<file path="src/rtl/uart_alu_ctrl.sv">
// -----------------------------------------------------------------------------
// uart_alu_ctrl
// Frame controller sitting between uart_rx, a combinational ALU and uart_tx.
// Three received bytes form a frame: operand A, operand B, opcode. The bytes
// are held as registered ALU inputs. The ALU result is latched and sent with a
// single transmit request. The block then re-arms for the next frame.
// An inter-byte timeout throws away incomplete frames and pulses o_error.
//
// Ports
//   i_clock      : single clock
//   i_reset      : synchronous, active-high reset
//   i_rx_data    : received byte from uart_rx
//   i_rx_done    : uart_rx done flag (pulse or level, rising edge counts)
//   i_alu_result : combinational ALU result for o_alu_a/o_alu_b/o_alu_op
//   i_tx_done    : uart_tx completion pulse
//   o_alu_a      : registered operand A
//   o_alu_b      : registered operand B
//   o_alu_op     : registered opcode (low NB_OP bits of the third byte)
//   o_tx_data    : byte to transmit, held from o_tx_start until i_tx_done
//   o_tx_start   : one-cycle transmit request
//   o_busy       : high while executing or waiting for the transmitter
//   o_error      : one-cycle pulse when a frame times out
// -----------------------------------------------------------------------------
module uart_alu_ctrl #(
   parameter int NB_DATA  = 8,
   parameter int NB_OP    = 6,
   parameter int TIMEOUT  = 1000000,
   parameter int NB_TIMER = 20
) (
   input  logic               i_clock,
   input  logic               i_reset,
   input  logic [NB_DATA-1:0] i_rx_data,
   input  logic               i_rx_done,
   input  logic [NB_DATA-1:0] i_alu_result,
   input  logic               i_tx_done,
   output logic [NB_DATA-1:0] o_alu_a,
   output logic [NB_DATA-1:0] o_alu_b,
   output logic [NB_OP-1:0]   o_alu_op,
   output logic [NB_DATA-1:0] o_tx_data,
   output logic               o_tx_start,
   output logic               o_busy,
   output logic               o_error
);

   typedef enum logic [2:0] {
      S_OPA     = 3'd0,
      S_OPB     = 3'd1,
      S_OPCODE  = 3'd2,
      S_EXEC    = 3'd3,
      S_WAIT_TX = 3'd4
   } state_t;

   // Timer value in the cycle where a frame gives up waiting for its next byte.
   localparam logic [NB_TIMER-1:0] TIMER_LAST = NB_TIMER'(TIMEOUT - 1);
   localparam logic [NB_TIMER-1:0] TIMER_ONE  = NB_TIMER'(1);
   localparam logic [NB_TIMER-1:0] TIMER_ZERO = NB_TIMER'(0);

   state_t              state_r;
   state_t              next_state_s;
   logic                rx_done_q_r;
   logic                rx_rise_s;
   logic [NB_TIMER-1:0] timer_r;
   logic                timer_inc_s;
   logic                timeout_s;
   logic                load_a_s;
   logic                load_b_s;
   logic                load_op_s;
   logic                exec_s;
   logic [NB_DATA-1:0]  alu_a_r;
   logic [NB_DATA-1:0]  alu_b_r;
   logic [NB_OP-1:0]    alu_op_r;
   logic [NB_DATA-1:0]  tx_data_r;
   logic                tx_start_r;
   logic                busy_r;
   logic                error_r;

   // A level held for many cycles counts as one byte; only the rising edge matters.
   assign rx_rise_s = i_rx_done & ~rx_done_q_r;

   // State register.
   always_ff @(posedge i_clock) begin
      if (i_reset) begin
         state_r <= S_OPA;
      end else begin
         state_r <= next_state_s;
      end
   end

   // Next-state and datapath control decode.
   always_comb begin
      next_state_s = state_r;
      timer_inc_s  = 1'b0;
      timeout_s    = 1'b0;
      load_a_s     = 1'b0;
      load_b_s     = 1'b0;
      load_op_s    = 1'b0;
      exec_s       = 1'b0;
      case (state_r)
         S_OPA: begin
            if (rx_rise_s) begin
               load_a_s     = 1'b1;
               next_state_s = S_OPB;
            end else begin
               next_state_s = S_OPA;
            end
         end
         S_OPB: begin
            // A byte arriving in the timeout cycle takes priority over the timeout.
            if (rx_rise_s) begin
               load_b_s     = 1'b1;
               next_state_s = S_OPCODE;
            end else if (timer_r == TIMER_LAST) begin
               timeout_s    = 1'b1;
               next_state_s = S_OPA;
            end else begin
               timer_inc_s  = 1'b1;
            end
         end
         S_OPCODE: begin
            if (rx_rise_s) begin
               load_op_s    = 1'b1;
               next_state_s = S_EXEC;
            end else if (timer_r == TIMER_LAST) begin
               timeout_s    = 1'b1;
               next_state_s = S_OPA;
            end else begin
               timer_inc_s  = 1'b1;
            end
         end
         S_EXEC: begin
            // The ALU inputs have been stable for a full cycle here.
            exec_s       = 1'b1;
            next_state_s = S_WAIT_TX;
         end
         S_WAIT_TX: begin
            if (i_tx_done) begin
               next_state_s = S_OPA;
            end else begin
               next_state_s = S_WAIT_TX;
            end
         end
         default: begin
            next_state_s = S_OPA;
         end
      endcase
   end

   // Edge detector, inter-byte timer and registered outputs.
   always_ff @(posedge i_clock) begin
      if (i_reset) begin
         rx_done_q_r <= 1'b0;
         timer_r     <= TIMER_ZERO;
         alu_a_r     <= {NB_DATA{1'b0}};
         alu_b_r     <= {NB_DATA{1'b0}};
         alu_op_r    <= {NB_OP{1'b0}};
         tx_data_r   <= {NB_DATA{1'b0}};
         tx_start_r  <= 1'b0;
         busy_r      <= 1'b0;
         error_r     <= 1'b0;
      end else begin
         // Tracks in every state so a level spanning S_WAIT_TX is not re-counted.
         rx_done_q_r <= i_rx_done;
         timer_r     <= timer_inc_s ? (timer_r + TIMER_ONE) : TIMER_ZERO;
         if (load_a_s) begin
            alu_a_r <= i_rx_data;
         end
         if (load_b_s) begin
            alu_b_r <= i_rx_data;
         end
         if (load_op_s) begin
            alu_op_r <= i_rx_data[NB_OP-1:0];
         end
         if (exec_s) begin
            tx_data_r <= i_alu_result;
         end
         tx_start_r  <= exec_s;
         // Registered from the next state so o_busy lines up with the state.
         busy_r      <= (next_state_s == S_EXEC) || (next_state_s == S_WAIT_TX);
         error_r     <= timeout_s;
      end
   end

   assign o_alu_a    = alu_a_r;
   assign o_alu_b    = alu_b_r;
   assign o_alu_op   = alu_op_r;
   assign o_tx_data  = tx_data_r;
   assign o_tx_start = tx_start_r;
   assign o_busy     = busy_r;
   assign o_error    = error_r;

endmodule

</file>
<file path="config.mk">
export PLATFORM = sky130hd
export DESIGN_NAME = uart_alu_ctrl
export DESIGN_NICKNAME = d
export VERILOG_FILES = /design/src/rtl/uart_alu_ctrl.sv
export SDC_FILE = /design/constraint.sdc
export NUM_CORES = 1
export LEC_CHECK = 0
export BUFFER_PORTS_ARGS = -buffer_cell sky130_fd_sc_hd__buf_2
export CORE_ASPECT_RATIO = 1.5
export CORE_MARGIN = 1
export CORE_UTILIZATION = 51
export CTS_CLUSTER_SIZE = 20
export DETAILED_ROUTE_END_ITERATION = 16
export HOLD_SLACK_MARGIN = 0.08
export PLACE_DENSITY = 0.76
export SLEW_MARGIN = 10
export SYNTH_ARGS = -nofsm -noshare
export SYNTH_HDL_FRONTEND = slang
export SYNTH_SLANG_ARGS = --single-unit
</file>
<file path="constraint.sdc">
create_clock -name i_clock -period 2.2 [get_ports i_clock]
set_clock_uncertainty 0.05 [all_clocks]
set_input_delay 0.44 -clock i_clock [delete_from_list [all_inputs] [get_ports i_clock]]
set_output_delay 0.44 -clock i_clock [all_outputs]
set_load 0.01 [all_outputs]
</file>
Word level (Yosys, flattened, before mapping)
Index checks and enable logic that the tools add are counted.
- bits in registers: 57
- input port bits: 20
- output and inout port bits: 33
- add/sub/neg operators: 1
- equal/unequal tests: 7
- muxes and demuxes: 15
- bitwise operators: 4
- reduce and logical (&&, ||, !) cells: 5
- operators by type and width (kind ; count):
    $add 20x1->20 const B ; 1
    $eq 20x20->1 const B ; 1
    $pmux 3 s5 ; 1
    $mux 3 ; 4
    $mux 1 ; 10
    $eq 3x2->1 const B ; 3
    $eq 3x3->1 const B ; 2
    $reduce_or 2->1 ; 2
    $eq 3x1->1 const B ; 1
    $logic_not 3->1 ; 1
    $not 1->1 ; 3
    $reduce_or 3->1 ; 1
    $and 1x1->1 ; 1
    $logic_or 1x1->1 ; 1

Depth between registers and ports, before layout
- depth in word-level cells: 6
- depth in mapped cells: 7

Least setup slack after synthesis
Ideal clock, no wire load.
- path kind: flip-flop to flip-flop
- start: reg timer_r[0]
- end: reg timer_r[18]
- library setup time: 0.067 ns
- arrival time: 1.751 ns
- path slack: 0.332 ns
- cell stages (with the launch flop): 6
- clock period less this slack: 1.868 ns
- cells stage by stage: dfxtp_1 > ha_1 > nand2_1 > or4_4 > or4_4 > a21oi_2
- cells in the longest elaborated chain, start to end: 6
- elaborated cells between the ends (all ways): 7
- those cells by class: add/sub: 1; eq/ne: 1; mux: 3; bitwise: 1; reduce/logical: 1
- RTL lines (element ; line ; text):
    from (decl) ; 62 ; logic [NB_TIMER-1:0] timer_r;
    from (signal assigned) ; 163 ; timer_r <= timer_inc_s ? (timer_r + TIMER_ONE) : TIMER_ZERO;
    branches (longest 6 deep; another with $add 20x1->20) ; - ;
Several ways; the timed one is not identified.
A chain may end at the register's enable or synchronous reset.

Worst setup path after layout
Same ends and word-level chain as after synthesis.

==> results_dict.tcl <==
set metrics [dict create \
    outcome "completed" \
    layout_common_cells "dfxtp_1 (57), buf_2 (52), nor2_1 (46), mux2i_1 (31), clkbuf_8 (11)" \
    grt_pass1_vias 1923 \
    powerDensity_mw_per_mm2 806 \
    path_max_fanout 6 \
    finalSetupViolations 0 \
    synth-seq-cells 57 \
    crit_start "timer_r[0]$_SDFF_PP0_" \
    met2_usage_pct 37.3 \
    met1_usage_pct 21.0 \
    port_buffers 52 \
    synth_edf_count 0 \
    drt_iter0_drc 72 \
    cts_buffer_depth 2 \
    cp_slowest_cell "or4_4" \
    dp_hpwl_um 3210 \
    cts-root-buf "clkbuf_8" \
    insertedDiodeCount 0 \
    cts_setup_buffers 0 \
    initial_core_util_pct 54.0 \
    p_leak_nw 1.31 \
    ys_warn_count 0 \
    cpLargestDelayFamily "simple AND/OR/NAND/NOR gates" \
    min_from "i_alu_result[0]" \
    r2r_start "timer_r[0]$_SDFF_PP0_" \
    avgSynthCellArea_um2 9.59 \
    setup_ws_ns 0.215 \
    area_growth_pct 24.1 \
    final-max-slew-violation-count 0 \
    arrival_ns 2.20 \
    dpl_cell_area_mm2 0.00264 \
    netlist_instances 241 \
    fp.coreArea_mm2 0.00428 \
    yosys.area.top_type "dfxtp_1" \
    gp_congestion 0.791 \
    cts_hold_buffers 0 \
    h-tree-depth 3 \
    avgViaCountPerCell 5.43 \
    grt_max_degree 38 \
    critPathKind "reg -> reg" \
    cap_viol_max_count 0 \
    cp-end-kind "register" \
    row_count 29 \
    tightest_slew_ns 0.398 \
    insertion_delay_ns 0.33 \
    max_slew_margin_pct 73.4 \
    final_antenna_net_count 0 \
    grt_pass1_wl_um 7890 \
    dominantRegCellSynth "dfxtp_1" \
    stdcell_area_mm2 0.00287 \
    vias 1906 \
    synth_seq_area_share_pct 49.4 \
    first_pass_iters 6 \
    wirelength_um 4560 \
    max_freq_mhz 504 \
    cts_tree "built" \
    min-delay-path-class "in -> reg" \
    tns_ns 0 \
    hold-worst-slack_ns 0.292 \
    io-pin-count 53 \
    cts_resized 0 \
    rsz0062_at_grt "false" \
    numCtsBuffers 9 \
    synth_top_area_share_pct 49.4 \
    grt_busiest_layer "met2" \
    grt_util_all_layers_pct 21.1 \
    vdd.ir_drop.worst_v 0.000621 \
    ys_types 42 \
    worstPathRequired_ns 2.42 \
    syn-num-nets 262 \
    critPathMaxStageDelay_ns 0.59 \
    die_w_um 57.0 \
    drive_above_1_share_pct 27.5 \
    overflow 0 \
    use_met3_pct 7.86 \
    min_period_ns 1.98 \
    path_buf_inv 0 \
    synth_area_mm2 0.00231 \
    start_kind "register" \
    final_common_cell "dfxtp_1" \
    netlist_top_cells_area "dfxtp_1 (49%), mux2i_1 (13%), nor2_1 (7.5%), xnor2_1 (3.0%), a21oi_1 (1.7%)" \
    clk_pin_slew_ns 0.07 \
    die_y_um 84.5 \
    wl_per_cell_um 13.0 \
    cts.sinks 57 \
    crit_top_cell "or4_4" \
    crit_chain "ha_1 -> nand2_1 -> or4_4 -> or4_4 -> a21oi_2" \
    post-place-ws_ns 0.246 \
    period_share_pct 90.2 \
    drc 0 \
    hold_viol_final 0 \
    antenna_found_initial 0 \
    nNetsFinal 321 \
    die-area_mm2 0.00481 \
    synthArstFlopShare_pct 0 \
]
-- synth_stat cells, types with 2 or more instances --
library cell   n
a21oi_1        8
and3_1         3
buf_1          2
buf_2          4
clkbuf_1       6
dfxtp_1       57
inv_1          4
mux2i_1       31
nand2_1        9
nand3_1        8
nand4_1        3
nand4b_1       2
nor2_1        46
nor2b_1        2
nor3_1         2
nor3b_1        2
nor4_1         4
nor4b_1        2
o21ai_0        7
or2_2          2
or3_1          4
or4_1          2
or4_4          2
xnor2_1        8
xor2_1         4
-- path summary, 6_finish.rpt --
kind / to / slack (ns) / cells past startpoint
max: timer_r[18]$_SDFF_PP0_ / 0.22 / 5
min: o_tx_data[0]$_SDFFE_PP0P_ / 0.29 / 3
max reg2reg: timer_r[18]$_SDFF_PP0_ / 0.22 / 5
min reg2reg: timer_r[0]$_SDFF_PP0_ / 0.42 / 1
-- state kept, by name, summed over array words and instances, names as in the netlist --
register	count
o_tx_start	1
o_tx_data	8
o_error	1
state_r	3
o_alu_op	6
timer_r	20
o_alu_a	8
o_busy	1
rx_done_q_r	1
o_alu_b	8
-- layer usage --
layer,wire [µm],vias to the layer above
met5,0,-
met4,110,0
met3,232,13
met2,2380,42
met1,1840,891
li1,-,960
-- cell type report --
cell class | instances | area (µm²)
multi-input combinational | 168 | 1110
sequential | 57 | 1140
tap | 46 | 57.6
fill | 369 | 1410
clock buffer | 11 | 151
clock inverter | 5 | 77.6
timing repair buffer | 60 | 320
inverter | 4 | 15.0
-- tightest hold or removal path, delay by kind of cell --
family	cells	cell delay (ns)
mux	1	0.05
buf+inv	1	0.07
simple gates	1	0.07
-- power by group --
part	leakage, nW	internal (mW)	switching, mW
clock network	0.115	0.695	0.404
logic	0.734	0.0690	0.0768
registers	0.461	1.06	0.0129
-- per-stage QoR --
stage          total power, mW  instances  util [%]
3_5_place_dp              1.24        335      61.7
3_3_place_gp              1.24        335      61.7
2_1_floorplan             1.18        241         -
5_1_grt                   2.40        351      67.0
4_1_cts                   2.34        351      67.0
6_report                  2.31        351      67.0
-- cell families (layout without fill, tap and decap cells) --
| kind of cell | after synthesis | after routing | share of synthesized area, % |
|---|---|---|---|
| AO/OA/AOI/OAI | 23 | 23 | 6.06 |
| XOR/XNOR | 12 | 12 | 4.55 |
| adder cells (fa/ha/maj) | 1 | 1 | 0.541 |
| buffers and inverters | 16 | 80 | 2.81 |
| flip-flops | 57 | 57 | 49.4 |
| multiplexers | 31 | 31 | 13.4 |
| AND/OR/NAND/NOR | 101 | 101 | 23.3 |
Note: power is estimated with default switching activity, not from simulation.
